===== config.mk =====
export PLATFORM = sky130hd
export DESIGN_NAME = pwm_multichannel_generator_flat
export DESIGN_NICKNAME = d
export VERILOG_FILES = /design/src/rtl/pwm_multichannel_generator_pkg.sv /design/src/rtl/pwm_multichannel_generator_if.sv /design/src/rtl/pwm_multichannel_generator_channel.sv /design/src/rtl/pwm_multichannel_generator.sv /design/src/flat_wrapper.sv
export SDC_FILE = /design/constraint.sdc
export NUM_CORES = 1
export LEC_CHECK = 0
export CORE_UTILIZATION = 31
export DETAILED_ROUTE_END_ITERATION = 8
export GPL_ROUTABILITY_DRIVEN = 1
export PLACE_DENSITY_LB_ADDON = 0.2
export REMOVE_ABC_BUFFERS = 1
export SYNTH_ARGS = -nofsm -noshare
export SYNTH_HDL_FRONTEND = slang
export SYNTH_HIERARCHICAL = 1
export SYNTH_SLANG_ARGS = --single-unit

===== constraint.sdc =====
create_clock -name clk -period 5.75 [get_ports clk]
set_input_delay 0.575 -clock clk [delete_from_list [all_inputs] [get_ports clk]]
set_output_delay 0.575 -clock clk [all_outputs]
set_load 0.03 [all_outputs]

===== src/rtl/pwm_multichannel_generator_pkg.sv =====
`default_nettype none
// ============================================================================
// Module   : pwm_pkg
// Brief    : Shared types and constants for the multi-channel PWM generator.
// Revision : 1.0 - initial release
// ============================================================================
package pwm_pkg;

  // Alignment of the PWM pulse within a period
  typedef enum logic {
    EDGE   = 1'b0,
    CENTER = 1'b1
  } pwm_mode_t;

  // Period counter states
  typedef enum logic [1:0] {
    IDLE = 2'd0,
    UP   = 2'd1,
    DOWN = 2'd2
  } pwm_state_t;

  // Reset period is all ones at any width; replicate this bit N times
  localparam logic c_period_rst_bit = 1'b1;

endpackage
`default_nettype wire


===== src/rtl/pwm_multichannel_generator_if.sv =====
`default_nettype none
// ============================================================================
// Module   : pwm_multichannel_generator_if
// Brief    : Config/run bus and PWM outputs of the multi-channel generator.
// Revision : 1.0 - initial release
// ============================================================================
interface pwm_multichannel_generator_if #(
  parameter int N  = 8,
  parameter int CH = 4
);
  localparam int AW = $clog2(CH + 1);

  logic          en;
  logic          centerMode;
  logic          cfgWe;
  logic [AW-1:0] cfgAddr;
  logic [N-1:0]  cfgData;
  logic [CH-1:0] pwm;
  logic          periodStart;

  // Register/config logic side
  modport master (
    output en, centerMode, cfgWe, cfgAddr, cfgData,
    input  pwm, periodStart
  );

  // Generator side
  modport slave (
    input  en, centerMode, cfgWe, cfgAddr, cfgData,
    output pwm, periodStart
  );
endinterface
`default_nettype wire


===== src/rtl/pwm_multichannel_generator_channel.sv =====
`default_nettype none
// ============================================================================
// Module   : pwm_channel
// Brief    : One PWM channel: double-buffered duty and registered compare.
//            count_i/run_i are the values the counter takes on the next edge,
//            so the flopped output lines up with the count it reflects.
// Revision : 1.0 - initial release
// ============================================================================
module pwm_channel
  import pwm_pkg::*;
#(
  parameter int N = 8
) (
  input  logic         clk,
  input  logic         reset,
  input  logic         run_i,
  input  logic [N-1:0] count_i,
  input  logic         load_i,
  input  logic         we_i,
  input  logic [N-1:0] data_i,
  output logic         pwm_o
);

  logic [N-1:0] duty_sh_q,  duty_sh_d;
  logic [N-1:0] duty_act_q, duty_act_d;
  logic         pwm_q,      pwm_d;

  // Shadow write, write-through on load, and compare against the next count
  always_comb begin
    duty_sh_d  = we_i ? data_i : duty_sh_q;
    duty_act_d = load_i ? duty_sh_d : duty_act_q;
    pwm_d      = run_i && (count_i < duty_act_d);
  end

  // Duty registers and the glitch-free output flop
  always_ff @(posedge clk or posedge reset) begin
    if (reset) begin
      duty_sh_q  <= '0;
      duty_act_q <= '0;
      pwm_q      <= 1'b0;
    end else begin
      duty_sh_q  <= duty_sh_d;
      duty_act_q <= duty_act_d;
      pwm_q      <= pwm_d;
    end
  end

  assign pwm_o = pwm_q;

endmodule
`default_nettype wire


===== src/rtl/pwm_multichannel_generator.sv =====
`default_nettype none
// ============================================================================
// Module   : pwm_multichannel_generator
// Brief    : CH-channel PWM generator sharing one up / up-down period counter.
//            Period, duties and mode are double-buffered and load together at
//            period boundaries (or continuously while idle).
// Revision : 1.0 - initial release
// ============================================================================
module pwm_multichannel_generator
  import pwm_pkg::*;
#(
  parameter int N  = 8,
  parameter int CH = 4
) (
  input  logic                         clk,
  input  logic                         reset,
  pwm_multichannel_generator_if.slave  bus
);

  localparam int AW = $clog2(CH + 1);

  pwm_state_t    state_q,      state_d;
  logic [N-1:0]  count_q,      count_d;
  logic [N-1:0]  period_sh_q,  period_sh_d;
  logic [N-1:0]  period_act_q, period_act_d;
  pwm_mode_t     mode_act_q,   mode_act_d;
  logic          period_start_q;

  logic [N-1:0]  w_period_max;
  logic          w_last;
  logic          w_load;
  logic          w_restart;
  logic          w_start;
  logic          w_run;
  logic [CH-1:0] w_pwm;

  // Period shadow write, end-of-period detection and the shared load strobe
  always_comb begin
    period_sh_d = period_sh_q;
    if (bus.cfgWe && (bus.cfgAddr == AW'(CH))) begin
      period_sh_d = bus.cfgData;
    end
    w_period_max = period_act_q - N'(1);
    case (state_q)
      UP:      w_last = (mode_act_q == EDGE) && (count_q == w_period_max);
      DOWN:    w_last = (count_q == '0);
      default: w_last = 1'b0;
    endcase
    // Idle counts as a boundary so config keeps tracking the shadows
    w_load       = (state_q == IDLE) || !bus.en || (period_act_q == '0) || w_last;
    period_act_d = w_load ? period_sh_d : period_act_q;
    mode_act_d   = w_load ? pwm_mode_t'(bus.centerMode) : mode_act_q;
  end

  // Counter FSM next state; a restart uses the period being loaded this cycle
  always_comb begin
    state_d   = state_q;
    count_d   = count_q;
    w_start   = 1'b0;
    w_restart = (state_q == IDLE) || w_last || (period_act_q == '0);
    if (!bus.en) begin
      state_d = IDLE;
      count_d = '0;
    end else if (w_restart) begin
      count_d = '0;
      if (period_act_d != '0) begin
        state_d = UP;
        w_start = 1'b1;
      end else begin
        state_d = IDLE;
      end
    end else if (state_q == UP) begin
      // Only center mode reaches the top without restarting; hold it once
      if (count_q == w_period_max) begin
        state_d = DOWN;
      end else begin
        count_d = count_q + N'(1);
      end
    end else begin
      count_d = count_q - N'(1);
    end
    w_run = (state_d != IDLE);
  end

  // Counter, active config and period-start flop
  always_ff @(posedge clk or posedge reset) begin
    if (reset) begin
      state_q        <= IDLE;
      count_q        <= '0;
      period_sh_q    <= {N{c_period_rst_bit}};
      period_act_q   <= {N{c_period_rst_bit}};
      mode_act_q     <= EDGE;
      period_start_q <= 1'b0;
    end else begin
      state_q        <= state_d;
      count_q        <= count_d;
      period_sh_q    <= period_sh_d;
      period_act_q   <= period_act_d;
      mode_act_q     <= mode_act_d;
      period_start_q <= w_start;
    end
  end

  for (genvar gi = 0; gi < CH; gi++) begin : g_ch
    logic w_we;
    assign w_we = bus.cfgWe && (bus.cfgAddr == AW'(gi));

    pwm_channel #(
      .N (N)
    ) u_ch (
      .clk     (clk),
      .reset   (reset),
      .run_i   (w_run),
      .count_i (count_d),
      .load_i  (w_load),
      .we_i    (w_we),
      .data_i  (bus.cfgData),
      .pwm_o   (w_pwm[gi])
    );
  end

  assign bus.pwm         = w_pwm;
  assign bus.periodStart = period_start_q;

endmodule
`default_nettype wire


===== src/flat_wrapper.sv =====
// flat-port wrapper written by rule: the top's interface ports become plain ports
module pwm_multichannel_generator_flat import pwm_pkg::*;
#(
  parameter int N  = 8,
  parameter int CH = 4
)
  (clk, reset, bus_en, bus_centerMode, bus_cfgWe, bus_cfgAddr, bus_cfgData, bus_pwm, bus_periodStart);
  pwm_multichannel_generator_if #(.N(N), .CH(CH)) bus_i ();
  input  logic clk;
  input  logic reset;
  input wire logic [$bits(bus_i.en)-1:0] bus_en;
  input wire logic [$bits(bus_i.centerMode)-1:0] bus_centerMode;
  input wire logic [$bits(bus_i.cfgWe)-1:0] bus_cfgWe;
  input wire logic [$bits(bus_i.cfgAddr)-1:0] bus_cfgAddr;
  input wire logic [$bits(bus_i.cfgData)-1:0] bus_cfgData;
  output wire logic [$bits(bus_i.pwm)-1:0] bus_pwm;
  output wire logic [$bits(bus_i.periodStart)-1:0] bus_periodStart;
  assign bus_i.en = bus_en;
  assign bus_i.centerMode = bus_centerMode;
  assign bus_i.cfgWe = bus_cfgWe;
  assign bus_i.cfgAddr = bus_cfgAddr;
  assign bus_i.cfgData = bus_cfgData;
  assign bus_pwm = bus_i.pwm;
  assign bus_periodStart = bus_i.periodStart;
  pwm_multichannel_generator #(.N(N), .CH(CH)) u_core (.clk(clk), .reset(reset), .bus(bus_i));
endmodule

== Yosys cells after proc, flatten, opt, wreduce, memory -nomap -nowiden ==
Index checks and enable logic that the tools add are counted.
Cells by class
  divide/modulo/power cells: 0
  magnitude comparators: 4
  add/subtract/negate cells: 3
  equal/unequal tests: 7
  bitwise gates (word level): 1
  $mul: 0
  shifts and indexed selects: 0
  multiplexer cells: 23
  reductions and logical operators: 22
Operator list (count)
  $mux 8: 14
  $lt 8x8->1: 4
  $logic_not 8->1: 2
  $sub 8x1->8 const B: 2
  $logic_and 1x1->1: 10
  $add 8x1->8 const B: 1
  $eq 8x8->1: 1
  $mux 2: 4
  $reduce_bool 8->1: 1
  $eq 3x2->1 const B: 2
  $logic_or 1x1->1: 5
  $mux 1: 4
  $eq 3x1->1 const B: 1
  $eq 3x3->1 const B: 1
  $logic_not 3->1: 1
  $eq 2x1->1 const B: 1
  $eq 2x2->1 const B: 1
  $logic_not 2->1: 1
  $pmux 1 s2: 1
  $reduce_bool 2->1: 1
  $logic_not 1->1: 1
  $not 1->1: 1
Storage, ports and cells
  bits in read-only memories: 0
  flip-flop bits (word level): 96
  bits in latches: 0
  memory bits (writable): 0
  input bits: 16
  output and inout bits: 5
  memories kept: 0

== Longest topological paths before layout ==
Gate-level depths: netlist (run 1).
  depth after elaboration: 12
  mapped depth: 18
  gate-level depth less buffers: 15

== Modules after synthesis ==
The synthesis (run 1) kept the hierarchy.
Modules (own cells, without submodules)
  pwm_multichannel_generator: times used 1, area each 1819.2 µm², seq. area each 720.7 µm², cells each 182
  pwm_channel at u_core.g_ch[0].u_ch ...: times used 2, area each 845.8 µm², seq. area each 425.4 µm², cells each 78
  pwm_channel at u_core.g_ch[2].u_ch ...: times used 2, area each 834.6 µm², seq. area each 425.4 µm², cells each 78

== Least setup slack after synthesis (run 1) ==
Ideal clock, no wire load.
  kind: register -> register
  start point: reg u_core.period_act_q[0]
  end point: reg u_core.g_ch[2].u_ch.pwm_q
  path slack: 1722 ps
  arrival: 3963 ps
  stages on the path, launching flop included: 18
  data required time: 5685 ps
  path buffers: 3
  cells stage by stage: dfstp_2 -> inv_1 -> ha_1 -> nand2b_1 -> a311o_1 -> a221oi_4 -> nand2_2 -> o211ai_4 -> buf_4 -> buf_2 -> buf_1 -> nor2_1 -> a21o_1 -> ha_1 -> a21o_1 -> a21oi_1 -> o21ai_0 -> nand2_1
On the way
  longest elaborated chain between the ends: 12
Ends and longest elaborated chain
  from (decl): RTL line pwm_multichannel_generator.sv:25  | logic [N-1:0] period_act_q, period_act_d;
  from (signal assigned): RTL line pwm_multichannel_generator.sv:91  | period_act_q <= {N{c_period_rst_bit}};
  from (signal assigned): RTL line pwm_multichannel_generator.sv:98  | period_act_q <= period_act_d;
  $sub 8x1->8: RTL line pwm_multichannel_generator.sv:43  | w_period_max = period_act_q - N'(1);
  $eq 8x8->1: RTL line pwm_multichannel_generator.sv:45  | UP: w_last = (mode_act_q == EDGE) && (count_q == w_period_max);
  $logic_and 1x1->1: RTL line pwm_multichannel_generator.sv:45
  $pmux 1 s2: RTL line pwm_multichannel_generator.sv:44  | case (state_q)
  $logic_or 1x1->1 (*): RTL line pwm_multichannel_generator.sv:50  | w_load = (state_q == IDLE) || !bus.en || (period_act_q == '0) || w_last;
  named net u_core.w_load: RTL line pwm_multichannel_generator.sv:31  | logic w_load;
  $mux 8: RTL line pwm_multichannel_generator.sv:51  | period_act_d = w_load ? period_sh_d : period_act_q;
  $reduce_bool 8->1: RTL line pwm_multichannel_generator.sv:66  | if (period_act_d != '0) begin
  $mux 1: RTL line pwm_multichannel_generator.sv:66
  $mux 2: RTL line pwm_multichannel_generator.sv:64  | end else if (w_restart) begin
  $mux 2: RTL line pwm_multichannel_generator.sv:61  | if (!bus.en) begin
  $reduce_bool 2->1: RTL line pwm_multichannel_generator.sv:82  | w_run = (state_d != IDLE);
  $logic_and 1x1->1 (*): RTL line pwm_multichannel_generator_channel.sv:32  | pwm_d = run_i && (count_i < duty_act_d);
  named net u_core.g_ch[2].u_ch.pwm_d: RTL line pwm_multichannel_generator_channel.sv:26  | logic pwm_q, pwm_d;
  to (signal assigned): RTL line pwm_multichannel_generator_channel.sv:44  | pwm_q <= pwm_d;
  to (decl): RTL line pwm_multichannel_generator_channel.sv:26
The timed path passes the listed nets; every way through them passes the cells marked *.
A chain may end at the register's enable or synchronous reset.

== Final worst setup path (run 1) ==
  start point: reg u_core.period_act_q[0]
  end point: reg u_core.g_ch[3].u_ch.pwm_q
On the way
  longest elaborated chain between the ends: 12
Ends and longest elaborated chain (RTL line)
  parallel branches: the longest is 11 deep, another holds $sub 8x1->8
  $logic_and 1x1->1 (*): pwm_multichannel_generator_channel.sv:32
  named net u_core.g_ch[3].u_ch.pwm_d: pwm_multichannel_generator_channel.sv:26
  to (signal assigned): pwm_multichannel_generator_channel.sv:44
  to (decl): pwm_multichannel_generator_channel.sv:26
Mark *: on every way through the listed nets, which the timed path passes.

==> metrics.txt, run 1 <==
hold buffers post-CTS=0; Cells after Synth=494; register area share after synthesis=0.468; startpoint types=flip-flop; Reg power frac=0.441; global-route wire length before repair=19000 um; LEAKAGE=2.80 nW; die width=131 um; total track usage=0.147; row count=46; CTS Buf Count=9; fraction of layout cells with a size suffix above 1=0.126; clk buf depth=2; Max IR drop VDD=0.168 mV; PortBufs=20; antenna-violating nets left=0; Post-CTS Setup Repair Bufs=0; overall power=2.12 mW; min cycle time layout=4.44 ns; sequence of cells on the critical path=inv_1, ha_1, nand2b_1, a311o_1, a221oi_4, nand2_2, o211ai_4, buf_4, nor2_1, a21o_1, ha_1, a21o_1, a21oi_1, o21ai_0, nand2_1; crit end category=flip-flop; Crit Path Max Fanout=40; Initial DRT Pass Iterations=4; metal3 WL=388 um; most frequent cells in the layout=dfrtp_1 (80), inv_1 (73), nor2_1 (45); Worst-Skew Late Latency=0.35 ns; Crit-path slowest cell=o211ai_4; clk sink count=96; setup tns final=0 ns; CP max stage delay=0.66 ns; largest net degree at the start of global routing=41; Core Box Area=0.0161 mm^2; sw frac=0.328; TritonCTS clock tree=done; most common cell after layout, fill and taps aside=dfrtp_1; Root Driver=clkbuf_16; number of synthesized flops with an enable pin=0; Crit path required time=6.04 ns; DR iter-0 viols=231; GRT overflow=0; gpl congestion=0.804; Initial Utilization=0.321; die area=0.0172 mm^2; Post-Syn Area per Cell=10.5 um^2; Final Max Slew Viols=0; Internal Pwr Total=1.42 mW; WL met2=5500 um; antenna violations before repair=0; RSZ-0062 raised after global routing=false; vias in the first global route=3416; Netlist cell types=52; DRC Markers=0; Clock transition at path regs=0.06 ns; Slew headroom=0.179; ys async rst share=1.00; WP data arrival=4.73 ns; vias=3554; Clock Skew=0.00556 ns; num ports=21; final wirelength=12000 um; Peak Freq=225 MHz; detailed placer's ending HPWL=8280 um; power per cell area=363 mW/mm^2; Clock power frac=0.264; Comb power frac=0.296; #FFs+latches synth=96; die height=131 um; Main synth FF type=dfrtp_1; Via density=4.87; Worst-Margin Slew=1.22 ns; Synth-to-Final Area Change=12.5%; CTS resizes=0; Psw=0.694 mW; # diodes=0; max_cap viols=0; endpoints failing hold=0; met1 wire length=5780 um; Setup violations, final=0; final period utilization=0.772; H-tree Lvls=3; # nets final=562; synth warn=6; status=finished, final reports clean; worst hold-check path type=reg2reg; synthesized area=0.00518 mm^2; Crit Path Category=reg2reg; Routed WL per cell=16.4 um; uppermost layer routed=met4
-- worst max-delay path: cells and delay by family (launching register included) --
kind	cells	cell delay, ns
AO/OA/AOI/OAI	7	2.11
buffers and inverters	2	0.56
flip-flops	1	0.58
adder cells (fa/ha/maj)	2	0.57
AND/OR/NAND/NOR	4	0.53
-- metal layers --
metal,vias to the layer above,GRT usage
li1,1738,-
met1,1739,0.197
met2,60,0.228
met3,17,0.0370
met4,0,0.0556
met5,-,0
-- through the flow --
step / util / hold WS, ns / cell area (um^2) / cells / worst slack [ns]
final: 0.362 / 0.478 / 5830 / 730 / 1.31
after CTS: 0.362 / 0.485 / 5830 / 730 / 1.27
after global routing: 0.362 / 0.500 / 5830 / 730 / 0.987
after detailed placement: 0.345 / 0.469 / 5570 / 715 / 1.30
after global placement: 0.345 / 0.460 / 5570 / 715 / 1.44
after floorplan: - / 0.447 / 5060 / 475 / 1.46
-- power groups by stage --
stage	clock [mW]	sequential [mW]	combinational, mW
4_1_cts	0.579	0.933	0.633
5_1_grt	0.604	0.952	0.704
3_5_place_dp	0	0.944	0.631
6_report	0.558	0.933	0.626
2_1_floorplan	0	0.940	0.454
3_3_place_gp	0	0.941	0.620
-- state kept, by name, summed over array words and instances (netlist names) --
signal	count
u_core/count_q	8
u_core/g_ch.u_ch/duty_act_q	32
u_core/mode_act_q	1
u_core/period_sh_q	8
u_core/period_act_q	8
u_core/bus.periodStart	1
u_core/state_q	2
u_core/g_ch.u_ch/pwm_o	4
u_core/g_ch.u_ch/duty_sh_q	32
-- cell type report --
class / count / area (um^2)
clock inverters: 4 / 21.3
clock buffers: 11 / 243
fillers: 1653 / 10300
flip-flops and latches: 96 / 2420
well taps: 216 / 270
inverters: 73 / 274
multi-input cells: 306 / 2370
repair buffers: 24 / 230
-- final timing paths --
| path | startpoint | slack [ns] | endpoint | cells past startpoint |
|---|---|---|---|---|
| max in group asynchronous | reset | 4.06 | u_core/count_q[0]$_DFF_PP0_ | 2 |
| min in group asynchronous | reset | 0.85 | u_core/g_ch[3].u_ch/duty_sh_q[5]$_DFF_PP0_ | 2 |
| worst max-delay path | u_core/period_act_q[0]$_DFF_PP1_ | 1.31 | u_core/g_ch[3].u_ch/pwm_o$_DFF_PP0_ | 15 |
| worst min register to register | u_core/g_ch[0].u_ch/duty_sh_q[1]$_DFF_PP0_ | 0.48 | u_core/g_ch[0].u_ch/duty_sh_q[1]$_DFF_PP0_ | 2 |
| worst min-delay path | u_core/g_ch[0].u_ch/duty_sh_q[1]$_DFF_PP0_ | 0.48 | u_core/g_ch[0].u_ch/duty_sh_q[1]$_DFF_PP0_ | 2 |
| worst max register to register | u_core/period_act_q[0]$_DFF_PP1_ | 1.31 | u_core/g_ch[3].u_ch/pwm_o$_DFF_PP0_ | 15 |
-- cells by family after synthesis --
family | count (synthesis) | share of synthesized area
AOI/OAI and AO/OA | 93 | 0.138
xor gates and xnor gates | 9 | 0.0152
adders and majority gates | 36 | 0.0870
buffers and inverters | 92 | 0.0751
DFF | 96 | 0.468
muxes | 49 | 0.101
and+or+nand+nor | 119 | 0.116
-- Yosys cell counts, types with 7 or more instances --
| library cell | count | area, um^2 |
|---|---|---|
| inv_1 | 73 | 274 |
| o21ai_0 | 9 | 45.0 |
| nor3_1 | 13 | 65.1 |
| nand2_1 | 12 | 45.0 |
| dfrtp_1 | 80 | 2000 |
| a21oi_1 | 17 | 85.1 |
| dfstp_2 | 16 | 420 |
| mux2_2 | 17 | 191 |
| o211ai_1 | 7 | 52.6 |
| mux2i_1 | 30 | 300 |
| nand3_1 | 7 | 35.0 |
| a21o_1 | 30 | 225 |
| ha_1 | 36 | 450 |
| nor2_1 | 45 | 169 |
No activity file was read; power rests on OpenSTA's default activity.
==> run 2: changes to the inputs <==
==> constraint.sdc (replaced) <==
create_clock -name clk -period 4.6 [get_ports clk]
set_input_delay 0.46 -clock clk [delete_from_list [all_inputs] [get_ports clk]]
set_output_delay 0.46 -clock clk [all_outputs]
set_load 0.03 [all_outputs]
==> run 2 against run 1 <==
Effect of this change:
- clock power up 23%
- flip-flop and latch count unchanged
- critical path depth up 1
- cell area up 1.3%
- global-route usage up 0.48 points
- sequential share of layout area down 0.53 points
- highest routed layer unchanged
==> metrics.txt, run 2 (same netlist as run 1, synthesis figures left out) <==
most common cell after layout, fill and taps aside=dfrtp_1; CTS Buf Count=9 (unchanged); Crit Path Max Fanout=67 (+68%); # diodes=0 (unchanged); worst r2r src=u_core/period_act_q[0]$_DFF_PP1_; Post-Layout Cell Count=739 (+1.2%); Worst-Skew Late Latency=0.35 ns (about the same); global-route wire length before repair=19900 um (+4.8%); Crit path required time=4.88 ns (-1.16 ns); max_cap viols=0 (unchanged); DP Worst Slack=0.653 ns (-0.644 ns); vias in the first global route=3715 (+8.8%); final period utilization=0.865 (+0.0925); WP data arrival=4.26 ns (-0.47 ns); vias=3631 (+2.2%); Core Box Area=0.0161 mm^2 (unchanged); final wirelength=12100 um (+1.4%); end of the worst hold path=u_core/g_ch[3].u_ch/duty_sh_q[2]$_DFF_PP0_; power per cell area=449 mW/mm^2 (+24%); row count=46 (unchanged); placed cell count=723 (+1.1%); DRC Markers=0 (unchanged); Peak Freq=251 MHz (+12%); Via density=4.91 (+0.92%); reg2reg end=u_core/g_ch[3].u_ch/pwm_o$_DFF_PP0_; Worst-Margin Slew=1.07 ns (-0.149 ns); Routed WL per cell=16.4 um (+0.15%); GRT overflow=0 (unchanged); Buf/Inv on CP=2 (unchanged); hold buffers post-CTS=0 (unchanged); clk buf depth=2 (unchanged); die height=131 um (unchanged); fraction of layout cells with a size suffix above 1=0.141 (+0.0150); Final Max Slew Viols=0 (unchanged); Top Family by Delay on Critical Path=compound AO/OA/AOI/OAI gates; detailed placer's ending HPWL=8560 um (+3.4%); endpoints failing hold=0 (unchanged); antenna-violating nets left=0 (unchanged); # nets final=570 (+1.4%); CP max stage delay=0.58 ns (-0.08 ns); num ports=21 (unchanged); Synth-to-Final Area Change=14.0%; LEAKAGE=2.85 nW (+1.6%); Crit-path slowest cell=dfstp_2; Post-CTS Setup Repair Bufs=0 (unchanged); die width=131 um (unchanged); startpoint types=flip-flop; most frequent cells in the layout=dfrtp_1 (80), inv_1 (73), nor2_1 (45); Setup violations, final=0 (unchanged); Clock transition at path regs=0.06 ns (about the same); final worst setup slack=0.622 ns (-0.688 ns); H-tree Lvls=3 (unchanged); DR iter-0 viols=215 (-6.9%); sequence of cells on the critical path=inv_1, ha_1, or4_1, nor3_1, a221oi_1, o21ai_2, nand2_2, o211ai_4, buf_12, nor2_1, a21o_1, ha_1, a21o_1, a21oi_1, o21ai_0, nand2_1; die area=0.0172 mm^2 (unchanged); PortBufs=20 (unchanged); Initial DRT Pass Iterations=4 (unchanged); TritonCTS clock tree=done; Hold Crit Start=u_core/g_ch[3].u_ch/duty_sh_q[2]$_DFF_PP0_; gpl congestion=0.815 (+1.3%); Clock Skew=0.0105 ns (+0.00492 ns); clk sink count=96 (unchanged); Regs by FF count=u_core/g_ch.u_ch/duty_act_q x32, u_core/g_ch.u_ch/duty_sh_q x32; register-to-register path setup slack=0.62 ns (-0.69 ns); Crit Path Category=reg2reg; Worst R2R Path Depth=16 (+1); Initial Utilization=0.321 (unchanged); total track usage=0.152 (+0.00481); status=finished, final reports clean; CTS resizes=0 (unchanged); largest net degree at the start of global routing=68 (+66%); worst hold path cell count=2 (unchanged); setup tns final=0 ns (unchanged); Slew headroom=0.284 (+0.105); worst hold-check path type=reg2reg; Max IR drop VDD=0.203 mV (+21%); crit end category=flip-flop; min cycle time layout=3.98 ns (-0.462 ns); RSZ-0062 raised after global routing=false; Root Driver=clkbuf_16; antenna violations before repair=0 (unchanged)
==> run 2: how the worst max path moves through the flow <==
stage | from | end | slack [ns] | cells past startpoint
2_1_floorplan | u_core/period_act_q[0]$_DFF_PP1_ | u_core/g_ch[0].u_ch/pwm_o$_DFF_PP0_ | 0.31 | 12
3_3_place_gp | u_core/period_act_q[0]$_DFF_PP1_ | u_core/g_ch[1].u_ch/pwm_o$_DFF_PP0_ | 0.75 | 13
3_5_place_dp | u_core/period_act_q[0]$_DFF_PP1_ | u_core/g_ch[3].u_ch/pwm_o$_DFF_PP0_ | 0.65 | 16
4_1_cts | u_core/period_act_q[0]$_DFF_PP1_ | u_core/g_ch[3].u_ch/pwm_o$_DFF_PP0_ | 0.62 | 16
5_1_grt | u_core/period_act_q[0]$_DFF_PP1_ | u_core/g_ch[3].u_ch/pwm_o$_DFF_PP0_ | 0.33 | 16
6_report | u_core/period_act_q[0]$_DFF_PP1_ | u_core/g_ch[3].u_ch/pwm_o$_DFF_PP0_ | 0.62 | 16
==> run 2: per-layer routing <==
metal / vias up / global-route usage / wire (um)
met3: 20 / 0.0289 / 436
met1: 1787 / 0.197 / 5700
met5: - / 0 / 0
met4: 0 / 0.0678 / 320
li1: 1748 / - / -
met2: 76 / 0.245 / 5670
==> run 2: worst reg2reg max path, cell delays in order (launching register included) <==
cell and delay, ns:
dfstp_2 0.58, inv_1 0.07, ha_1 0.28, or4_1 0.42, nor3_1 0.16, a221oi_1 0.09, o21ai_2 0.36, nand2_2 0.17
o211ai_4 0.33, buf_12 0.32, nor2_1 0.13, a21o_1 0.18, ha_1 0.29, a21o_1 0.16, a21oi_1 0.18, o21ai_0 0.11
nand2_1 0.09
==> run 2: final cells by class <==
class	count	area (um^2)
clock buffers	11	233
multi-input cells	306	2370
fillers	1646	10200
well taps	216	270
clock inverters	5	33.8
inverters	73	274
flip-flops and latches	96	2420
repair buffers	32	303
==> run 2: where the power goes <==
part	switching, mW	total [mW]	internal [mW]
registers	0.0986	1.16	1.07
clock network	0.319	0.685	0.366
logic	0.451	0.798	0.347
total	0.869	2.65	1.78
==> run 2: through the flow <==
stage / hold slack, ns / area (um^2) / total power, mW / utilization
6_report: 0.476 / 5900 / 2.65 / 0.366
5_1_grt: 0.500 / 5900 / 2.85 / 0.366
4_1_cts: 0.481 / 5900 / 2.70 / 0.366
3_5_place_dp: 0.465 / 5640 / 1.99 / 0.350
3_3_place_gp: 0.459 / 5640 / 1.96 / 0.350
2_1_floorplan: 0.386 / 5060 / 1.74 / -
